## src/rtl/onehot_encoder_4to2_seq.sv

```systemverilog
// Streaming 4-to-2 encoder: accepts a request vector and emits the index of every
// set bit, lowest first, one per output handshake; a zero vector gives one flagged beat.
module onehot_encoder_4to2_seq #(
    parameter int N     = 4,
    parameter int IDX_W = 2
) (
    input  logic             clk,
    input  logic             rst_n,
    input  logic             in_valid,
    output logic             in_ready,
    input  logic [N-1:0]     in_vec,
    output logic             out_valid,
    input  logic             out_ready,
    output logic [IDX_W-1:0] out_idx,
    output logic             out_last,
    output logic             out_zero,
    output logic             dbg_state
);

    // Handshakes: a transfer happens on a rising edge where valid and ready are both 1;
    // valid never depends on ready, and in_ready is decoded from state alone.
    typedef enum logic {
        S_IDLE = 1'b0,
        S_EMIT = 1'b1
    } state_t;

    state_t             r_state;
    state_t             w_state_nxt;
    logic [N-1:0]       r_pending;
    logic [N-1:0]       w_pending_nxt;
    logic [IDX_W-1:0]   r_out_idx;
    logic [IDX_W-1:0]   w_idx_nxt;
    logic               r_out_last;
    logic               w_last_nxt;
    logic               r_out_zero;
    logic               w_zero_nxt;
    logic [N-1:0]       w_clear_mask;
    logic [N-1:0]       w_remaining;

    function automatic logic [IDX_W-1:0] lowest_idx(input logic [N-1:0] v);
        logic [IDX_W-1:0] idx;
        idx = '0;
        for (int i = N - 1; i >= 0; i--) begin
            if (v[i]) idx = IDX_W'(i);
        end
        return idx;
    endfunction

    function automatic logic single_bit(input logic [N-1:0] v);
        return (v != '0) && ((v & (v - N'(1))) == '0);
    endfunction

    always_comb begin
        w_clear_mask            = '0;
        w_clear_mask[r_out_idx] = 1'b1;
    end

    assign w_remaining = r_pending & ~w_clear_mask;

    always_comb begin
        w_state_nxt   = r_state;
        w_pending_nxt = r_pending;
        w_idx_nxt     = r_out_idx;
        w_last_nxt    = r_out_last;
        w_zero_nxt    = r_out_zero;
        case (r_state)
            S_IDLE: begin
                if (in_valid) begin
                    w_state_nxt   = S_EMIT;
                    w_pending_nxt = in_vec;
                    w_idx_nxt     = lowest_idx(in_vec);
                    w_last_nxt    = (in_vec == '0) || single_bit(in_vec);
                    w_zero_nxt    = (in_vec == '0);
                end
            end
            S_EMIT: begin
                if (out_ready) begin
                    w_pending_nxt = w_remaining;
                    if (r_out_last) begin
                        w_state_nxt = S_IDLE;
                    end else begin
                        w_idx_nxt  = lowest_idx(w_remaining);
                        w_last_nxt = single_bit(w_remaining);
                    end
                end
            end
            default: w_state_nxt = S_IDLE;
        endcase
    end

    always_ff @(posedge clk or negedge rst_n) begin
        if (!rst_n) begin
            r_state    <= S_IDLE;
            r_pending  <= '0;
            r_out_idx  <= '0;
            r_out_last <= 1'b0;
            r_out_zero <= 1'b0;
        end else begin
            r_state    <= w_state_nxt;
            r_pending  <= w_pending_nxt;
            r_out_idx  <= w_idx_nxt;
            r_out_last <= w_last_nxt;
            r_out_zero <= w_zero_nxt;
        end
    end

    assign in_ready  = (r_state == S_IDLE);
    assign out_valid = (r_state == S_EMIT);
    assign out_idx   = r_out_idx;
    assign out_last  = r_out_last;
    assign out_zero  = r_out_zero;
    assign dbg_state = r_state;

endmodule

```

## config.mk

```make
export PLATFORM = sky130hd
export DESIGN_NAME = onehot_encoder_4to2_seq
export DESIGN_NICKNAME = d
export VERILOG_FILES = /design/src/rtl/onehot_encoder_4to2_seq.sv
export SDC_FILE = /design/constraint.sdc
export NUM_CORES = 1
export LEC_CHECK = 0
export ABC_AREA = 1
export BUFFER_PORTS_ARGS = -buffer_cell sky130_fd_sc_hd__buf_2
export CORE_ASPECT_RATIO = 1.25
export CORE_MARGIN = 5
export CORE_UTILIZATION = 30
export CTS_BUF_LIST = sky130_fd_sc_hd__clkbuf_4
export CTS_CLUSTER_DIAMETER = 40
export CTS_CLUSTER_SIZE = 28
export DETAILED_ROUTE_END_ITERATION = 7
export PLACE_DENSITY = 0.63
export SYNTH_ARGS = -nofsm -noshare
export SYNTH_HDL_FRONTEND = slang
export SYNTH_SLANG_ARGS = --single-unit
export TNS_END_PERCENT = 20
```

## constraint.sdc

```tcl
create_clock -name clk -period 1.15 [get_ports clk]
set_input_delay 0.115 -clock clk [delete_from_list [all_inputs] [get_ports clk]]
set_output_delay 0.115 -clock clk [all_outputs]
set_load 0.02 [all_outputs]
```

==> results of run 1 <==
==> state kept, by name, summed over array words and instances, names as in the netlist <==
signal / count
out_idx: 2
dbg_state: 1
r_pending: 4
out_last: 1
out_zero: 1
==> worst max-delay path: cells and delay by family (launching register included) <==
kind | cells | cell delay [ns]
AND/OR/NAND/NOR | 7 | 0.47
flip-flops | 1 | 0.47
buffers and inverters | 1 | 0.07
==> timing repair <==
action	in CTS	in global routing
gates resized for setup	3	18
endpoints found under the setup margin	3	8
setup buffers	0	2
pin swaps	0	3
hold buffers	1	0
endpoints found under the hold margin	9	0
==> cell type report <==
cell class,instances,area [sq um]
clock buffers,4,30.0
fillers,204,1130
inverters,15,65.1
multi-input cells,64,344
flip-flops and latches,9,229
well taps,20,25.0
repair buffers,20,118
==> per-layer routing <==
| metal | wire length [um] | part of all wire [%] | up-vias | GRT usage (%) |
|---|---|---|---|---|
| li1 | - | - | 325 | - |
| met1 | 667 | 46 | 281 | 13.0 |
| met2 | 680 | 47 | 14 | 15.8 |
| met3 | 55 | 3.8 | 4 | 2.00 |
| met4 | 47 | 3.2 | 0 | 7.87 |
| met5 | 0 | 0 | - | 0 |
==> path summary, 6_finish.rpt <==
path / endpoint / slack (ns)
min reg2reg: out_zero$_DFFE_PN0P_ / 0.48
max in group asynchronous: out_idx[1]$_DFFE_PN0P_ / 0.71
max reg2reg: out_last$_DFFE_PN0P_ / 0.04
min: dbg_state$_DFF_PN0_ / 0.13
max: out_last$_DFFE_PN0P_ / 0.04
min in group asynchronous: r_pending[3]$_DFFE_PN0P_ / 0.23
==> power groups by stage <==
stage	combinational [mW]	sequential, mW	clock [mW]
detailed placement	1.27	0.630	0
finish	1.44	0.666	0.275
CTS	1.28	0.632	0.277
global route	1.59	0.695	0.297
floorplan	0.799	0.715	0
global placement	1.25	0.621	0
==> placed cells by master (no fill, tap or decap) <==
master and n:
o21ai_1 3, inv_2 5, o22ai_1 1, nand2_8 1
o21ai_2 2, nand2_1 20, dfrtp_2 3, buf_4 5
o21ai_0 6, dlygate4sd3_1 1, or2_1 1, dfrtp_1 6
nor2_8 1, clkinv_4 1, nand2_4 1, buf_2 14
inv_4 1, inv_1 7, clkbuf_4 4, nor2_1 10
a31oi_1 1, clkinv_2 1, a21oi_2 1, a21oi_1 3
o21bai_1 1, nand3_1 6, nand2_2 6
==> kinds of logic (layout without fill, tap and decap cells) <==
| kind of cell | count (synthesis) | in the layout |
|---|---|---|
| buffers and inverters | 16 | 39 |
| AND/OR/NAND/NOR | 46 | 46 |
| AO/OA/AOI/OAI | 18 | 18 |
| flip-flops | 9 | 9 |
==> per-stage QoR <==
| step | cells | worst slack, ns | instance area (sq um) | hold WS, ns | total power, mW |
|---|---|---|---|---|---|
| 2_1_floorplan | 89 | -0.0311 | 602 | -0.181 | 1.51 |
| 3_3_place_gp | 125 | 0.0162 | 712 | -0.0199 | 1.87 |
| 3_5_place_dp | 125 | -0.0273 | 712 | -0.0165 | 1.90 |
| 4_1_cts | 130 | 0.00735 | 756 | 0.109 | 2.19 |
| 5_1_grt | 132 | -0.0565 | 811 | 0.151 | 2.58 |
| 6_report | 132 | 0.0406 | 811 | 0.126 | 2.38 |
==> metrics.cfg, run 1 <==
[sta]
setup_viol=0
hold_viol=0
rsz0062_at_grt=yes
slew_violations=0
setup_tns_ns=0
skew_ns=0.00654
tightestPinTransition_ns=0.219
fmaxAchievable_mhz=901
slew_headroom_pct=85.4
fin_crit_sh_pct=96.5
period_needed_ns=1.11

[detailed_routing]
wl_per_cell_um=11.0
vias=624
final_antenna_net_count=0
route.detailed.drc=0
initialDrtViolationCount=8
via_per_inst=4.73
first_pass_iters=4
wl_mm=1.45

[setup_path]
cp_max_fo=8
start_kind=register
startpoint=out_idx[0]$_DFFE_PN0P_
slowest_stage=dfrtp_2
critPathKind=reg -> reg
cp-end-kind=register
cp_cell_sequence=nand2_1 > nand2_2 > inv_1 > nand2_1 > nand3_1 > nand3_1 > nand2_1 > nand2_1
max_stage_delay_ns=0.47
arrival_ns=1.27
required_ns=1.31
r2r_start=out_idx[0]$_DFFE_PN0P_
reg2reg_depth=8
cpMostUsedCell=nand2_1

[floorplan]
dieArea_sq_um=2990
num_rows=18
ioPinCount=15
core_area_sq_um=1940
start_util_pct=30.9
die_h_um=59.9
die_w_um=49.9

[worst_hold_path]
worstHoldStart=out_ready
hold_path.class=in -> reg
holdPathStages=4

[grt]
grt_pass1_vias=591
grt_max_degree=10
grt_use_total_pct=10.4
grt_first_pass_wirelength_mm=2.35
grt_antenna_before_repair=0
grt.overflow.total=0

[yosys]
synth_top_flop_cell=dfrtp_1
ys_async_sr_fraction_pct=100
yosys_register_bits=9
syn_inst=89
synth_compound_area_share_pct=16.5
synth_top_area_share_pct=37.7
yosysWarnings=0
yosys-top-cells-count=nand2_1 (27), inv_1 (11), nor2_1 (10)
synth_edf_count=0
synth.most_common_cell=nand2_1
synth_seq_area_share_pct=37.7
syn-num-nets=97
avgSynthCellArea_sq_um=6.72
mappedNetlistArea_sq_um=598
synth_area_leaders=dfrtp_1 (38%), nand2_1 (17%), inv_1 (6.9%)
synthMuxAreaShare_pct=0
synthXorXnorAreaFrac_pct=0
synth_fa_ha_area_share_pct=0
synth_top_area_cell=dfrtp_1
synth_cell_type_count=19
synthSimpleGateAreaFrac_pct=34.5
synth_top_family_by_area=simple AND/OR/NAND/NOR gates

[clock_tree]
numCtsBuffers=3
clock_sinks=9
htreeDepth=1
clk_latency_ns=0.27
cts_max_path_buffers=2
cts_root_buf=clkbuf_4
clk_pin_slew_ns=0.06
tritoncts=built

[final_layout]
nets=121
areaGrowthSynthToFinish_pct=35.6
fin_util_pct=41.9
antenna_cells=0
drive_above_1_share_pct=41.1

[power_and_ir_drop]
p_leak_nw=0.437
p_int_mw=1.20
ir_worst_vdd_mv=0.834
power_density_nw_per_um2=2940
netSwitchingFraction_pct=49.5
pwr-share-comb_pct=60.5
p_switching_mw=1.18
power.share.sequential_pct=28.0
clkPwrFrac_pct=11.5

[status]
outcome=finished clean

[flow_run]
cap_violations=0

[placement]
place.gp.congestion=0.841
dp_hpwl_mm=1.19
placement.io_buffers=14

(Power assumes the default switching activity.)
==> run 2: changes to the inputs <==
- CORE_MARGIN: 5 -> unset
==> run 2 against run 1 <==
Against the previous run:
- via count increased by 1.3%
- die area decreased by 27%
- final cell count increased by 1.5%
- design area increased by 5.1%
- count of clock-buffer cells in the layout unchanged
- the run now ends with setup timing left
- worst setup slack got worse by 0.050 ns
- maximum frequency decreased by 4.3%
==> metrics.cfg, run 2 (same netlist as run 1, synthesis figures left out) <==
[status]
outcome=finished, violations left
violations=setup timing

[floorplan]
die_w_um=41.9  ; -16%
num_rows=17  ; -1
core_area_sq_um=1810  ; -6.7%
ioPinCount=15  ; unchanged
start_util_pct=33.1  ; +2.2 points
die_h_um=51.9  ; -13%
dieArea_sq_um=2180  ; -27%

[final_layout]
finalNonFillerCells=134  ; +1.5%
final_common_cell=nand2_1
final_cell_mix=nand2_1 (23), buf_2 (11), inv_1 (10), nor2_1 (10), buf_4 (9)
largest_reg_flops=4  ; unchanged
nets=124  ; +2.5%
areaGrowthSynthToFinish_pct=42.5
top_register=r_pending
antenna_cells=0  ; unchanged
drive_above_1_share_pct=37.4  ; -3.7 points
stdcell_area_sq_um=852  ; +5.1%
fin_util_pct=47.1  ; +5.3 points

[sta]
setup_viol=2  ; +2
slew_headroom_pct=85.6  ; +0.19 points
tightestPinTransition_ns=0.216  ; -0.00290 ns
hold_viol=0  ; unchanged
skew_ns=0.00305  ; -0.00350 ns
rsz0062_at_grt=yes
period_needed_ns=1.16  ; +0.0496 ns
finalWorstSetupSlack_ns=-0.00906  ; -0.0496 ns
fin_crit_sh_pct=101  ; +4.3 points
slew_violations=0  ; unchanged
fmaxAchievable_mhz=863  ; -4.3%
setup_tns_ns=-0.0179  ; -0.0179 ns
hold-worst-slack_ns=0.144  ; +0.0180 ns

[setup_path]
critPathKind=reg -> reg
r2r_slack_ns=-0.009  ; -0.05 ns
timing.rr.end=r_pending[0]$_DFFE_PN0P_
cp_max_fo=6  ; -2
reg2reg_depth=7  ; -1
cp-end-kind=register
r2r_start=dbg_state$_DFF_PN0_
arrival_ns=1.31  ; +0.04 ns
required_ns=1.30  ; about the same
start_kind=register

[detailed_routing]
wl_met3_um=51  ; -7.3%
final_antenna_net_count=0  ; unchanged
first_pass_iters=4  ; unchanged
route.detailed.drc=0  ; unchanged
initialDrtViolationCount=12  ; +4
m1WireLength_um=660  ; -1.0%
vias=632  ; +1.3%
dr_wl_met2_um=637  ; -6.3%
wl_per_cell_um=10.3  ; -6.2%
wl_mm=1.38  ; -4.8%
via_per_inst=4.72  ; -0.23%
highest_layer=met4

[grt]
grt_max_degree=10  ; unchanged
grt_pass1_vias=562  ; -4.9%
grt_use_total_pct=14.5  ; +4.0 points
grt.overflow.total=0  ; unchanged
grt_first_pass_wirelength_mm=2.30  ; -1.8%
grt_antenna_before_repair=0  ; unchanged

[power_and_ir_drop]
p_leak_nw=0.467  ; +6.9%
power_density_nw_per_um2=2920  ; -0.42%
p_total_mw=2.49  ; +4.7%
ir_worst_vdd_mv=1.00  ; +20%

[clock_tree]
clock_sinks=9  ; unchanged
numCtsBuffers=3  ; unchanged
clk_latency_ns=0.27  ; about the same
clk_pin_slew_ns=0.06  ; about the same
cts_max_path_buffers=2  ; unchanged
htreeDepth=1  ; unchanged
tritoncts=built
cts_root_buf=clkbuf_4

[flow_run]
cap_violations=0  ; unchanged

[placement]
placement.io_buffers=14  ; unchanged
place_area_sq_um=726  ; +1.9%
place.gp.congestion=0.810  ; -3.7%
dp_hpwl_mm=1.10  ; -8.0%
pre_cts_slack_ns=-0.0667  ; -0.0393 ns
dp.cells=126  ; +0.80%

[worst_hold_path]
hold_path.class=in -> reg
hold_end=dbg_state$_DFF_PN0_
holdPathStages=4  ; unchanged
worstHoldStart=out_ready

run 2: changes by cell type in the layout (fill, tap and decap cells not counted), moves of 3 or more:
cell	delta
buf_4	+4
buf_2	-3
nand2_2	-4
nand2_1	+3
o21ai_0	-3
inv_1	+3
inv_2	-4
run 2: cell type report:
class,instances,area (sq um)
Inverter,15,72.6
Tap cell,19,23.8
Sequential cell,9,229
Fill cell,187,956
Clock buffer,4,30.0
Timing Repair Buffer,23,155
Multi-Input combinational cell,64,342
run 2: worst max path at each step:
stage                      startpoint                  endpoint  slack, ns  cells after the start
3_3_place_gp      dbg_state$_DFF_PN0_  r_pending[0]$_DFFE_PN0P_      -0.05                      6
4_1_cts        out_idx[1]$_DFFE_PN0P_      out_last$_DFFE_PN0P_      -0.01                      7
2_1_floorplan     dbg_state$_DFF_PN0_  r_pending[0]$_DFFE_PN0P_      -0.03                      6
6_report          dbg_state$_DFF_PN0_  r_pending[0]$_DFFE_PN0P_     -0.009                      7
3_5_place_dp      dbg_state$_DFF_PN0_  r_pending[0]$_DFFE_PN0P_      -0.07                      6
5_1_grt        out_idx[0]$_DFFE_PN0P_      out_last$_DFFE_PN0P_      -0.06                      9
run 2: per-layer routing:
metal  vias up  global-route usage, %
li1        335                      -
met1       276                   17.9
met2        18                   22.4
met3         3                   2.08
met4         0                   11.3
met5         -                      0
run 2: timing repair:
| item | 4_1_cts | 5_1_grt |
|---|---|---|
| endpoints found under the setup margin | 4 | 9 |
| hold buffers | 1 | 0 |
| buffers inserted | 1 | 3 |
| endpoints found under the hold margin | 9 | 0 |
| gates resized for setup | 4 | 22 |
| pin swaps | 0 | 3 |
run 2: worst max-delay path: stages (launching register included):
cell      delay [ns]
dfrtp_2         0.44
clkinv_4        0.12
nand2_8         0.11
inv_8           0.04
nor2_8          0.13
inv_4           0.05
o21ai_2         0.05
o22ai_1         0.09
run 2: where the power goes:
part	internal [mW]	total, mW	switching (mW)
registers	0.480	0.653	0.172
clock network	0.157	0.271	0.113
logic	0.664	1.57	0.904
total	1.30	2.49	1.19
==> run 3: changes to the inputs <==
- clock period: 1.15 -> 1 ns (I/O delays scaled with it)
==> run 3 against run 2 <==
Against the previous run:
- combinational power rose by 36%
- register-to-register slack worse by 0.13 ns
- maximum frequency up 1.6%
- sequential share of layout area down 1.8 points
- worst hold slack got worse by 0.019 ns
- clock skew shrank 0.0014 ns
- power up 30%
- non-clock buffer count increased by 3
- core utilization grew 3.5 points
- largest power group unchanged
- via count grew 6.5%
- critical path type unchanged
- sequential power rose by 22%
- die area did not move
- the run still ends with setup timing left
==> metrics.cfg, run 3 (same netlist as run 1, synthesis figures left out) <==
[floorplan]
num_rows=17  ; unchanged
start_util_pct=33.1  ; unchanged
die_w_um=41.9  ; unchanged
core_area_sq_um=1810  ; unchanged
die_h_um=51.9  ; unchanged
ioPinCount=15  ; unchanged
dieArea_sq_um=2180  ; unchanged

[setup_path]
crit_buf_inv=1  ; -2
required_ns=1.16  ; -0.14 ns
r2r_start=out_idx[1]$_DFFE_PN0P_
cp_max_fo=7  ; +1
critPathKind=reg -> reg
critPathTopFamily=simple AND/OR/NAND/NOR gates
cp_cell_sequence=nand2_2 > nand2_4 > nand2_2 > inv_1 > nand3_2 > nand3_2 > nand2_1 > nand2_1
cp-end-kind=register
startpoint=out_idx[1]$_DFFE_PN0P_
r2r_slack_ns=-0.14  ; -0.13 ns
start_kind=register
max_stage_delay_ns=0.47  ; +0.03 ns
slowest_stage=dfrtp_2
arrival_ns=1.30  ; about the same

[grt]
grt_first_pass_wirelength_mm=2.57  ; +12%
grt_use_total_pct=15.8  ; +1.3 points
grt.overflow.total=0  ; unchanged
grt_max_degree=10  ; unchanged
grt_antenna_before_repair=0  ; unchanged
grt_pass1_vias=603  ; +7.3%

[final_layout]
stdcell_area_sq_um=915  ; +7.3%
antenna_cells=0  ; unchanged
final_common_cell=nand2_1
final_cell_mix=nand2_1 (19), buf_2 (11), buf_4 (10), nor2_1 (8), o21ai_1 (7)
nets=127  ; +2.4%
drive_above_1_share_pct=51.7  ; +14 points
fin_util_pct=50.6  ; +3.5 points
largest_reg_flops=4  ; unchanged
top_register=r_pending
areaGrowthSynthToFinish_pct=52.9
final.fill_count=180  ; -3.7%

[detailed_routing]
via_per_inst=4.91  ; +4.2%
vias=673  ; +6.5%
wl_per_cell_um=12.0  ; +17%
highest_layer=met4
wl_mm=1.65  ; +19%
initialDrtViolationCount=19  ; +7
first_pass_iters=4  ; unchanged
route.detailed.drc=0  ; unchanged
m1WireLength_um=700  ; +6.1%
wl_met3_um=54  ; +5.9%
dr_wl_met2_um=838  ; +32%
final_antenna_net_count=0  ; unchanged

[power_and_ir_drop]
p_int_mw=1.70  ; +31%
p_switching_mw=1.55  ; +30%
netSwitchingFraction_pct=47.7  ; -0.048 points
power_density_nw_per_um2=3550  ; +21%
clkPwrFrac_pct=10.0  ; -0.9 points
p_leak_nw=0.489  ; +4.8%
p_total_mw=3.25  ; +30%
ir_worst_vdd_mv=1.33  ; +33%
power.share.sequential_pct=24.5  ; -1.7 points
pwr-share-comb_pct=65.5  ; +2.6 points

[sta]
finalWorstSetupSlack_ns=-0.141  ; -0.132 ns
rsz0062_at_grt=yes
hold_viol=0  ; unchanged
fin_crit_sh_pct=114  ; +13 points
hold-worst-slack_ns=0.125  ; -0.0194 ns
fmaxAchievable_mhz=876  ; +1.6%
slew_violations=0  ; unchanged
skew_ns=0.00160  ; -0.00145 ns
slew_headroom_pct=81.2  ; -4.4 points
setup_viol=12  ; +10
setup_tns_ns=-0.894  ; -0.876 ns
tightestPinTransition_ns=0.280  ; +0.0633 ns
period_needed_ns=1.14  ; -0.0181 ns

[status]
outcome=finished, violations left
violations=setup timing

[worst_hold_path]
worstHoldStart=out_ready
hold_path.class=in -> reg

[clock_tree]
numCtsBuffers=3  ; unchanged
cts_root_buf=clkbuf_4
clk_latency_ns=0.26  ; about the same
cts_max_path_buffers=2  ; unchanged
clk_pin_slew_ns=0.07  ; about the same
htreeDepth=1  ; unchanged
clock_sinks=9  ; unchanged
tritoncts=built

[flow_run]
cap_violations=0  ; unchanged

[placement]
placement.io_buffers=14  ; unchanged
place.gp.congestion=0.797  ; -1.7%
dp_hpwl_mm=1.14  ; +3.9%
place_area_sq_um=764  ; +5.3%

## run 3: metrics by stage
step           instances  setup slack (ns)
2_1_floorplan         89            -0.134
3_3_place_gp         129            -0.126
3_5_place_dp         129            -0.128
4_1_cts              136            -0.120
5_1_grt              137            -0.206
6_report             137            -0.141
## run 3: layout make-up
type	count	area [sq um]	share of cell area, %
Inverter	15	62.6	6.84
Sequential cell	9	229	25.0
Clock buffer	4	30.0	3.28
Timing Repair Buffer	26	198	21.6
Tap cell	19	23.8	2.60
Multi-Input combinational cell	64	372	40.6
## run 3: path summary, 6_finish.rpt
| kind | endpoint | cells past startpoint |
|---|---|---|
| max | out_last$_DFFE_PN0P_ | 8 |
| min | dbg_state$_DFF_PN0_ | 4 |
| max reg2reg | out_last$_DFFE_PN0P_ | 8 |
| min reg2reg | out_zero$_DFFE_PN0P_ | 2 |
| max in group asynchronous | out_idx[0]$_DFFE_PN0P_ | 2 |
| min in group asynchronous | r_pending[1]$_DFFE_PN0P_ | 2 |
## run 3: layer usage
| metal | vias to the layer above | global-route usage, % |
|---|---|---|
| li1 | 338 | - |
| met4 | 0 | 6.45 |
| met3 | 6 | 3.13 |
| met2 | 18 | 27.9 |
| met1 | 311 | 18.6 |
| met5 | - | 0 |
## run 3: worst register-to-register path, delay by kind of cell (launching register included)
family                 cells  cell delay (ns)
buffers and inverters      1             0.06
and+or+nand+nor            7             0.50
DFF                        1             0.47
## run 3: power by group through the flow
| stage | logic (mW) | clock network [mW] | registers [mW] |
|---|---|---|---|
| 6_report | 2.13 | 0.324 | 0.796 |
| 5_1_grt | 2.33 | 0.340 | 0.816 |
| 4_1_cts | 1.84 | 0.315 | 0.739 |
| 3_5_place_dp | 1.64 | 0 | 0.732 |
| 3_3_place_gp | 1.64 | 0 | 0.718 |
| 2_1_floorplan | 0.921 | 0 | 0.831 |
## run 3: what timing repair did
item,in CTS,in global routing
pin swaps,1,1
hold buffers,1,0
endpoints found under the hold margin,9,0
setup buffers,2,1
gates resized for setup,14,23
endpoints found under the setup margin,12,13
